### src/rtl/segway_pkg.sv
// Shared types and constants for the balance-math power/soft-start sequencer.
package segway_pkg;

  // Sequencer operating states.
  typedef enum logic [2:0] {
    IDLE   = 3'd0,
    RAMP   = 3'd1,
    RUN    = 3'd2,
    OVRSPD = 3'd3,
    SHUTDN = 3'd4
  } seq_state_t;

  // Soft-start scale limits; ss_tmr saturates at both ends.
  localparam logic [7:0] SS_MAX = 8'hFF;
  localparam logic [7:0] SS_MIN = 8'h00;

endpackage

### src/rtl/ss_ramp_cnt.sv
// Soft-start ramp counter: a free-running prescaler that emits one tick every
// SS_DIV cycles, and an 8-bit up/down counter that saturates at 0 and 255.
// clr_pre_i restarts the prescaler so every new state gets a full first step.
module ss_ramp_cnt
  import segway_pkg::*;
#(
  parameter int unsigned SS_DIV = 1024   // clk cycles per ss_tmr step, >= 2
) (
  input  logic       clk,
  input  logic       rst_n,
  input  logic       up_i,
  input  logic       dn_i,
  input  logic       clr_pre_i,
  output logic [7:0] ss_tmr_o,
  output logic       at_max_o,
  output logic       at_zero_o
);

  localparam int PRE_W = (SS_DIV > 2) ? $clog2(SS_DIV) : 1;
  localparam logic [PRE_W-1:0] PRE_TOP = PRE_W'(SS_DIV - 1);

  logic [PRE_W-1:0] pre_q, pre_d;
  logic [7:0]       ss_q, ss_d;
  logic             tick;

  assign tick = (pre_q == PRE_TOP);

  // Next-state logic for prescaler and soft-start counter.
  always_comb begin
    // NOTE: every variable gets a default first so no path leaves it unassigned (no latch).
    pre_d = pre_q + 1'b1;
    ss_d  = ss_q;
    if (clr_pre_i || tick) begin
      pre_d = '0;
    end
    if (tick) begin
      if (up_i && (ss_q != SS_MAX)) begin
        ss_d = ss_q + 8'd1;
      end else if (dn_i && (ss_q != SS_MIN)) begin
        ss_d = ss_q - 8'd1;
      end
    end
  end

  // Prescaler and counter registers.
  always_ff @(posedge clk or negedge rst_n) begin
    if (!rst_n) begin
      pre_q <= '0;
      ss_q  <= SS_MIN;
    end else begin
      // NOTE: sequential state uses non-blocking assignments so all registers update together.
      pre_q <= pre_d;
      ss_q  <= ss_d;
    end
  end

  assign ss_tmr_o  = ss_q;
  assign at_max_o  = (ss_q == SS_MAX);
  assign at_zero_o = (ss_q == SS_MIN);

endmodule

### src/rtl/segway_math_seq.sv
// Power/soft-start sequencer for the balance-math datapath.
// Drives pwr_up, ss_tmr and en_steer, ramps ss_tmr on mount/dismount, tracks
// datapath latency to produce spd_vld and debounces the overspeed condition.
// Optional build macro OVRSPD_LATCH_EN: ovrspd becomes sticky until reset or
// until the sequencer returns to IDLE.
module segway_math_seq
  import segway_pkg::*;
#(
  parameter int unsigned SS_DIV   = 1024, // clk cycles per ss_tmr step, >= 2
  parameter int unsigned PIPE_LAT = 4,    // pid_vld -> spd_vld latency, >= 2
  parameter int unsigned TF_CNT   = 3     // consecutive samples to enter/exit overspeed, 1..15
) (
  input  logic       clk,
  input  logic       rst_n,
  input  logic       pwr_req,
  input  logic       rider_on,
  input  logic       steer_req,
  input  logic       pid_vld,
  input  logic       too_fast,
  output logic       pwr_up,
  output logic [7:0] ss_tmr,
  output logic       en_steer,
  output logic       spd_vld,
  output logic       ovrspd
);

  localparam logic [3:0] TF_TOP = 4'(TF_CNT - 1);

  seq_state_t state_q, state_d;
  logic       state_chg;
  logic       mount;

  logic       at_max, at_zero;

  logic [3:0] tf_cnt_q, tf_cnt_d;
  logic       tf_judge, tf_match, tf_hit;

  // Last stage of the latency pipe is spd_vld_q itself.
  logic [PIPE_LAT-2:0] vld_sr_q, vld_sr_d;

  logic pwr_up_q, pwr_up_d;
  logic en_steer_q, en_steer_d;
  logic spd_vld_q, spd_vld_d;
  logic ovrspd_q, ovrspd_d;

  assign mount = pwr_req & rider_on;

  // Overspeed qualification: only spd_vld samples in RUN/OVRSPD count; in RUN a
  // sample matches when too_fast is high, in OVRSPD when it is low.
  assign tf_judge = spd_vld_q && ((state_q == RUN) || (state_q == OVRSPD));
  assign tf_match = (state_q == OVRSPD) ? ~too_fast : too_fast;
  assign tf_hit   = tf_judge && tf_match && (tf_cnt_q == TF_TOP);

  // Next-state decode; dismount is checked first so it beats overspeed.
  always_comb begin
    state_d = state_q;
    unique case (state_q)
      IDLE:    if (mount)        state_d = RAMP;
      RAMP:    if (!mount)       state_d = SHUTDN;
               else if (at_max)  state_d = RUN;
      RUN:     if (!mount)       state_d = SHUTDN;
               else if (tf_hit)  state_d = OVRSPD;
      OVRSPD:  if (!mount)       state_d = SHUTDN;
               else if (tf_hit)  state_d = RUN;
      SHUTDN:  if (mount)        state_d = RAMP;
               else if (at_zero) state_d = IDLE;
      default:                   state_d = IDLE;
    endcase
  end

  assign state_chg = (state_d != state_q);

  // Consecutive-sample counter: cleared on any state change or mismatching
  // sample, held on cycles without a judged sample.
  always_comb begin
    tf_cnt_d = tf_cnt_q;
    if (state_chg) begin
      tf_cnt_d = '0;
    end else if (tf_judge) begin
      tf_cnt_d = tf_match ? (tf_cnt_q + 4'd1) : 4'd0;
    end
  end

  // Latency delay line shifts in every state; pwr_up gates only the output.
  always_comb begin
    vld_sr_d    = vld_sr_q;
    vld_sr_d[0] = pid_vld;
    for (int i = 1; i < PIPE_LAT - 1; i++) begin
      vld_sr_d[i] = vld_sr_q[i-1];
    end
  end

  // Registered outputs are decoded from the next state so they line up with it.
  always_comb begin
    pwr_up_d   = (state_d != IDLE);
    en_steer_d = (state_d == RUN) && steer_req;
    spd_vld_d  = vld_sr_q[PIPE_LAT-2] && pwr_up_d;
`ifdef OVRSPD_LATCH_EN
    ovrspd_d   = (state_d == IDLE) ? 1'b0 : (ovrspd_q || (state_d == OVRSPD));
`else
    ovrspd_d   = (state_d == OVRSPD);
`endif
  end

  // State, counter, delay line and output registers.
  always_ff @(posedge clk or negedge rst_n) begin
    if (!rst_n) begin
      state_q    <= IDLE;
      tf_cnt_q   <= '0;
      vld_sr_q   <= '0;
      pwr_up_q   <= 1'b0;
      en_steer_q <= 1'b0;
      spd_vld_q  <= 1'b0;
      ovrspd_q   <= 1'b0;
    end else begin
      state_q    <= state_d;
      tf_cnt_q   <= tf_cnt_d;
      vld_sr_q   <= vld_sr_d;
      pwr_up_q   <= pwr_up_d;
      en_steer_q <= en_steer_d;
      spd_vld_q  <= spd_vld_d;
      ovrspd_q   <= ovrspd_d;
    end
  end

  ss_ramp_cnt #(
    .SS_DIV(SS_DIV)
  ) u_ss_ramp (
    .clk      (clk),
    .rst_n    (rst_n),
    .up_i     (state_q == RAMP),
    .dn_i     (state_q == SHUTDN),
    .clr_pre_i(state_chg),
    .ss_tmr_o (ss_tmr),
    .at_max_o (at_max),
    .at_zero_o(at_zero)
  );

  assign pwr_up   = pwr_up_q;
  assign en_steer = en_steer_q;
  assign spd_vld  = spd_vld_q;
  assign ovrspd   = ovrspd_q;

endmodule
### config.mk
export PLATFORM = sky130hd
export DESIGN_NAME = segway_math_seq
export DESIGN_NICKNAME = d
export VERILOG_FILES = /design/src/rtl/segway_pkg.sv /design/src/rtl/ss_ramp_cnt.sv /design/src/rtl/segway_math_seq.sv
export SDC_FILE = /design/constraint.sdc
export NUM_CORES = 1
export LEC_CHECK = 0
export ABC_CLOCK_PERIOD_IN_PS = 3700
export CAP_MARGIN = 20
export CORE_MARGIN = 2
export CORE_UTILIZATION = 30
export DETAILED_ROUTE_END_ITERATION = 8
export GPL_TIMING_DRIVEN = 0
export PLACE_DENSITY = 0.46
export SLEW_MARGIN = 10
export SYNTH_ARGS = -nofsm -noshare
export SYNTH_HDL_FRONTEND = slang
export SYNTH_SLANG_ARGS = --single-unit
### constraint.sdc
create_clock -name clk -period 3.7 [get_ports clk]
set_input_delay 0.555 -clock clk [delete_from_list [all_inputs] [get_ports clk]]
set_output_delay 0.555 -clock clk [all_outputs]
set_load 0.1 [all_outputs]
# ---- Word level (Yosys, flattened, before mapping)
# Index checks and enable logic that the tools add are counted.
# Widths: inputs -> output; s select.
dict set report totals {
  ff_bits 32
  input_bits 7
  out_inout_bits 12
  word_cells 59
}
dict set report op_classes {
  addsub 4
  eq_ne 11
  mux 17
  bitwise_logic 2
  reduce_logical 16
}
# op n
set ops {}
lappend ops {{$mux 3} 9}
lappend ops {{$mux 8} 2}
lappend ops {{$pmux 3 s5} 1}
lappend ops {{$eq 3x2->1 const B} 4}
lappend ops {{$mux 4} 3}
lappend ops {{$add 10x1->10 const B} 1}
lappend ops {{$eq 10x10->1 const B} 1}
lappend ops {{$mux 10} 1}
lappend ops {{$add 8x1->8 const B} 1}
lappend ops {{$eq 8x8->1 const B} 1}
lappend ops {{$logic_not 8->1} 1}
lappend ops {{$ne 8x8->1 const B} 1}
lappend ops {{$reduce_bool 8->1} 1}
lappend ops {{$sub 8x1->8 const B} 1}
lappend ops {{$logic_and 1x1->1} 7}
lappend ops {{$add 4x1->4 const B} 1}
lappend ops {{$eq 4x2->1 const B} 1}
lappend ops {{$reduce_bool 2->1} 2}
lappend ops {{$eq 3x1->1 const B} 1}
lappend ops {{$eq 3x3->1 const B} 1}
lappend ops {{$logic_not 3->1} 1}
lappend ops {{$ne 3x3->1} 1}
lappend ops {{$reduce_bool 3->1} 1}
lappend ops {{$logic_or 1x1->1} 2}
lappend ops {{4 further kinds} 4}

# ---- Longest topological paths before layout
dict set report depth {
  word_depth 11
  depth_mapped 9
  depth_no_buf 8
}

# ---- Hierarchy
# From an unflattened synthesis, not the netlist that was laid out.
dict set report hier_totals {
  cells_unflattened 177
  hier_area_um2 1839.3
}
# mod instances cells_each area_per_inst_um2
set modules_own_cells {}
lappend modules_own_cells {ss_ramp_cnt 1 105 1108.6}
lappend modules_own_cells {segway_math_seq 1 72 730.7}

# ---- Least setup slack after synthesis
# Ideal clock, no wire load.
dict set report synth_timing {
  path_type {register to register}
  startpoint {register u_ss_ramp.ss_q[0] (netlist: u_ss_ramp.ss_tmr_o[0])}
  endpoint {register u_ss_ramp.ss_q[7] (netlist: u_ss_ramp.ss_tmr_o[7])}
  setup_ns 0.162
  arrival_ns 3.186
  t_required_ns 3.538
  setup_slack_ns 0.352
  stages_incl_launch_ff 9
  path_buffers 0
  period_less_slack_ns 3.348
  cell_sequence {dfrtp_1 -> nand4_1 -> o211ai_1 -> ha_1 -> a211oi_1 -> o21ai_0 -> a31oi_1 -> mux2_2 -> xor2_1}
}
dict set report synth_via {
  elab_chain_cells 4
  elab_cells_between_ends 10
  classes_between {2 x add/sub; 1 x eq/ne; 2 x mux; 5 x reduce/logical}
}
# item line_no
set synth_rtl {}
lappend synth_rtl {{from (decl)} ss_ramp_cnt.sv:23} ;# logic [7:0] ss_q, ss_d;
lappend synth_rtl {{from (signal assigned)} ss_ramp_cnt.sv:53} ;# ss_q <= ss_d;
lappend synth_rtl {{parallel branches: the longest is 4 deep, another holds $sub 8x1->8} --}
# Several ways; the timed one is not identified. The select of a mux whose other input is x is not followed.
# A chain may end at the register's enable or synchronous reset.

# ---- Final worst setup path
# Ends and elaborated chain as after synthesis.

==> results.md <==
- Post-detailed-route wirelength per cell: 13.37 um
- Mean instance size in the synthesized netlist: 10.77 sq um
- Dominant combinational cell family by area after synthesis: simple AND/OR/NAND/NOR gates
- Adder-cell area share of the yosys netlist: 7.604%
- Leading cell type in the layout, fill and taps excluded: sky130_fd_sc_hd__dfrtp_1
- Cell-by-cell trace of the critical path: nand4_1, o211ai_1, ha_1, a211oi_1, o21ai_0, a31oi_1, mux2_2, xor2_1
- Global placement routability congestion: 0.7536
- Fraction of final layout cells sized beyond drive strength 1: 13.30%
- DRC violations left: 0
- Hold violation count in the final report: 0
- Wire length of the first global-routing pass: 5982 um
- Flops & latches, synth: 32
- Layout area overhead: 22.45%
- Max-slew violations: 0
- Count of input and output buffers: 18
- Synth Flop Type: sky130_fd_sc_hd__dfrtp_1
- Net total in the final layout: 204
- Post-route setup TNS: 0 ns
- Area fraction in and, or, nand and nor cells after synthesis: 19.15%
- Number of antenna cells inserted: 0
- Initial core utilization: 31.29%
- Routed vias/inst: 4.862
- CTS Buf Count: 5
- Total routing resource utilization after global routing: 12.18%
- Largest clock skew in the final design: 0.005161 ns
- Required time of the critical path: 3.87 ns
- Nets in the synthesized netlist: 179
- Post-detailed-route count of antenna-violating nets: 0
- Clock network latency to the later pin of the worst-skew pair: 0.28 ns
- Cell with the biggest individual delay on the critical path: sky130_fd_sc_hd__o211ai_1
- Cell count after synthesis: 162
- Number of buffers inserted to repair setup after CTS: 0
- Largest net degree at the start of global routing: 33
- Antenna violations before repair: 0
- Synth top area cells: sky130_fd_sc_hd__dfrtp_1, sky130_fd_sc_hd__ha_1, sky130_fd_sc_hd__nor2_1
- Clock sinks: 32
- Total vias in the final route: 1264
- Yosys cell types: 43
- Endpoints failing setup: 0
- Leakage power total: 0.9624 nW
- Pre-CTS setup slack: 0.6648 ns
- Total chip power: 0.8197 mW
- Maximum clock frequency: 0.3337 GHz
- Worst hold-check path type: input pin to async pin
- Detailed placer's ending HPWL: 2506 um
- Power density cells: 383.8 nW/um^2
- Total Die Area: 6440 sq um
- Maximum capacitance violations: 0
- Maximum number of buffers from clock root to sink: 2
- Yosys warning count: 0
- Filler Cell Count: 555
- Type of destination of the critical path: flop
- Fraction of registers with async set or reset after synthesis: 100.0%
- Worst slew margin: 34.37%
- Least-Margin Pin Slew: 0.9814 ns
- Buffer type at the clock tree root: sky130_fd_sc_hd__clkbuf_8
- Setup repair after global routing missed its margin: no
- Maximum ir drop on the vdd rail: 142.2 uV
- Number of I/O pins: 19
- Minimum clock period: 2.997 ns
- X dimension of the die: 80.25 um
- Violation count after the first detailed-route iteration: 61
- Result of the run: completed
- DR pass1 iterations: 4
- Largest stage delay, worst path: 0.71 ns
- Chip Height: 80.25 um
- Floorplan Core Area: 5574 sq um
- Worst Slack Setup Final: 0.7032 ns
- Part of the cycle the worst path needs: 80.99%
- Number of flops mapped to enable cells by yosys: 0
- Number of global-route vias before repair: 1293
- Arrival time of data at the critical path endpoint: 3.16 ns
- Count of hold-fix buffers inserted at cts: 0
- Worst-case hold slack: 0.3303 ns
- CTS resizes: 0
- Clock transition at the register clock pins on the worst setup and hold paths after CTS: 0.07 ns
- H-tree levels: 2
- Row count: 27
- Yosys top cell by area: sky130_fd_sc_hd__dfrtp_1
- Synth top area share: 45.91%
- Multiplexer area fraction after synthesis: 4.448%
- XOR/XNOR Fraction of Synth Area: 8.465%
- Complex-gate fraction of the synthesized area: 12.70%
- Critical setup path kind: flop to flop
- Cell Area, Synth: 1744 sq um
- Clock tree from TritonCTS: built
- Total overflow reported by the global router: 0
- Type of element launching the critical path: flop
- Maximum fanout along the worst path: 9
- Share of synthesized area occupied by flip-flops and latches: 45.91%
- Commonest non-fill, non-tap cells in the layout: sky130_fd_sc_hd__dfrtp_1, sky130_fd_sc_hd__nor2_1, sky130_fd_sc_hd__clkdlybuf4s50_1
- Total Routed Length: 3476 um
-- flip-flops by register name, summed over array words and instances (netlist names) --
register,count
ovrspd,1
tf_cnt_q,4
state_q,3
u_ss_ramp.ss_tmr_o,8
u_ss_ramp.pre_q,10
vld_sr_q,3
en_steer,1
pwr_up,1
spd_vld,1
-- cells by family after synthesis --
| kind of cell | count (synthesis) |
|---|---|
| flip-flops | 32 |
| AND/OR/NAND/NOR | 63 |
| multiplexers | 7 |
| buffers and inverters | 4 |
| AO/OA/AOI/OAI | 30 |
| XOR/XNOR | 16 |
| adder cells (fa/ha/maj) | 10 |
-- through the flow --
step | util [%] | area [sq um] | cells
after global placement | 36.14 | 2014 | 252
after detailed placement | 36.05 | 2009 | 252
after CTS | 38.32 | 2136 | 260
final | 38.32 | 2136 | 260
after floorplan | - | 1744 | 162
after global routing | 38.32 | 2136 | 260
-- where the power goes --
| group | internal [mW] | switching, mW |
|---|---|---|
| combinational | 0.0313 | 0.0495 |
| clock | 0.238 | 0.132 |
| sequential | 0.360 | 0.00930 |
| total | 0.629 | 0.190 |
-- worst max-delay path, delay by kind of cell (launching register included) --
family                     cells  cell delay (ns)
DFF                            1             0.49
muxes                          1             0.36
and+or+nand+nor                1             0.15
AOI/OAI and AO/OA              4             1.34
xor gates and xnor gates       1             0.14
adders and majority gates      1             0.38
-- worst paths after layout --
| check | from | endpoint | slack (ns) | depth (start not counted) |
|---|---|---|---|---|
| max | u_ss_ramp.ss_tmr_o[0] | u_ss_ramp.ss_tmr_o[7] | 0.70 | 8 |
| min | rst_n | u_ss_ramp.ss_tmr_o[3] | 0.33 | 1 |
| max reg2reg | u_ss_ramp.ss_tmr_o[0] | u_ss_ramp.ss_tmr_o[7] | 0.70 | 8 |
| min reg2reg | vld_sr_q[0] | vld_sr_q[1] | 0.36 | 0 |
| max in group asynchronous | rst_n | u_ss_ramp.pre_q[3] | 2.89 | 1 |
| min in group clk | vld_sr_q[0] | vld_sr_q[1] | 0.36 | 0 |
-- layer usage --
metal  track usage, %  vias to the layer above  share of wire [%]
met5                0                        -                  0
met2            19.25                       13                 46
met3            3.371                        6                2.7
met1            15.61                      610                 49
met4            5.085                        0                1.8
li1                 -                      635                  -
-- Yosys cell counts (2+ instances only) --
master                      n
sky130_fd_sc_hd__a21oi_1   10
sky130_fd_sc_hd__xnor2_1    8
sky130_fd_sc_hd__and2_1     5
sky130_fd_sc_hd__nand3_1    7
sky130_fd_sc_hd__mux2_2     6
sky130_fd_sc_hd__or4_1      2
sky130_fd_sc_hd__o21ai_0    6
sky130_fd_sc_hd__nand3b_1   2
sky130_fd_sc_hd__buf_6      2
sky130_fd_sc_hd__and3_1     4
sky130_fd_sc_hd__nand4_1    2
sky130_fd_sc_hd__xor2_1     7
sky130_fd_sc_hd__nor2_1    19
sky130_fd_sc_hd__nor3_1     8
sky130_fd_sc_hd__ha_1       9
sky130_fd_sc_hd__nand2_1    6
sky130_fd_sc_hd__a21o_1     2
sky130_fd_sc_hd__dfrtp_1   32
-- layout make-up --
type                       instances  area, sq um  area share, %
timing repair buffer              18        175.2          8.202
inverter                           1        3.754         0.1757
buffer                             3        26.28          1.230
tap                               72        90.09          4.218
multi-input combinational        126        913.4          42.77
sequential                        32        800.8          37.49
clock buffer                       7        96.34          4.511
clock inverter                     1        30.03          1.406
Note: power is estimated with default switching activity, not from simulation.
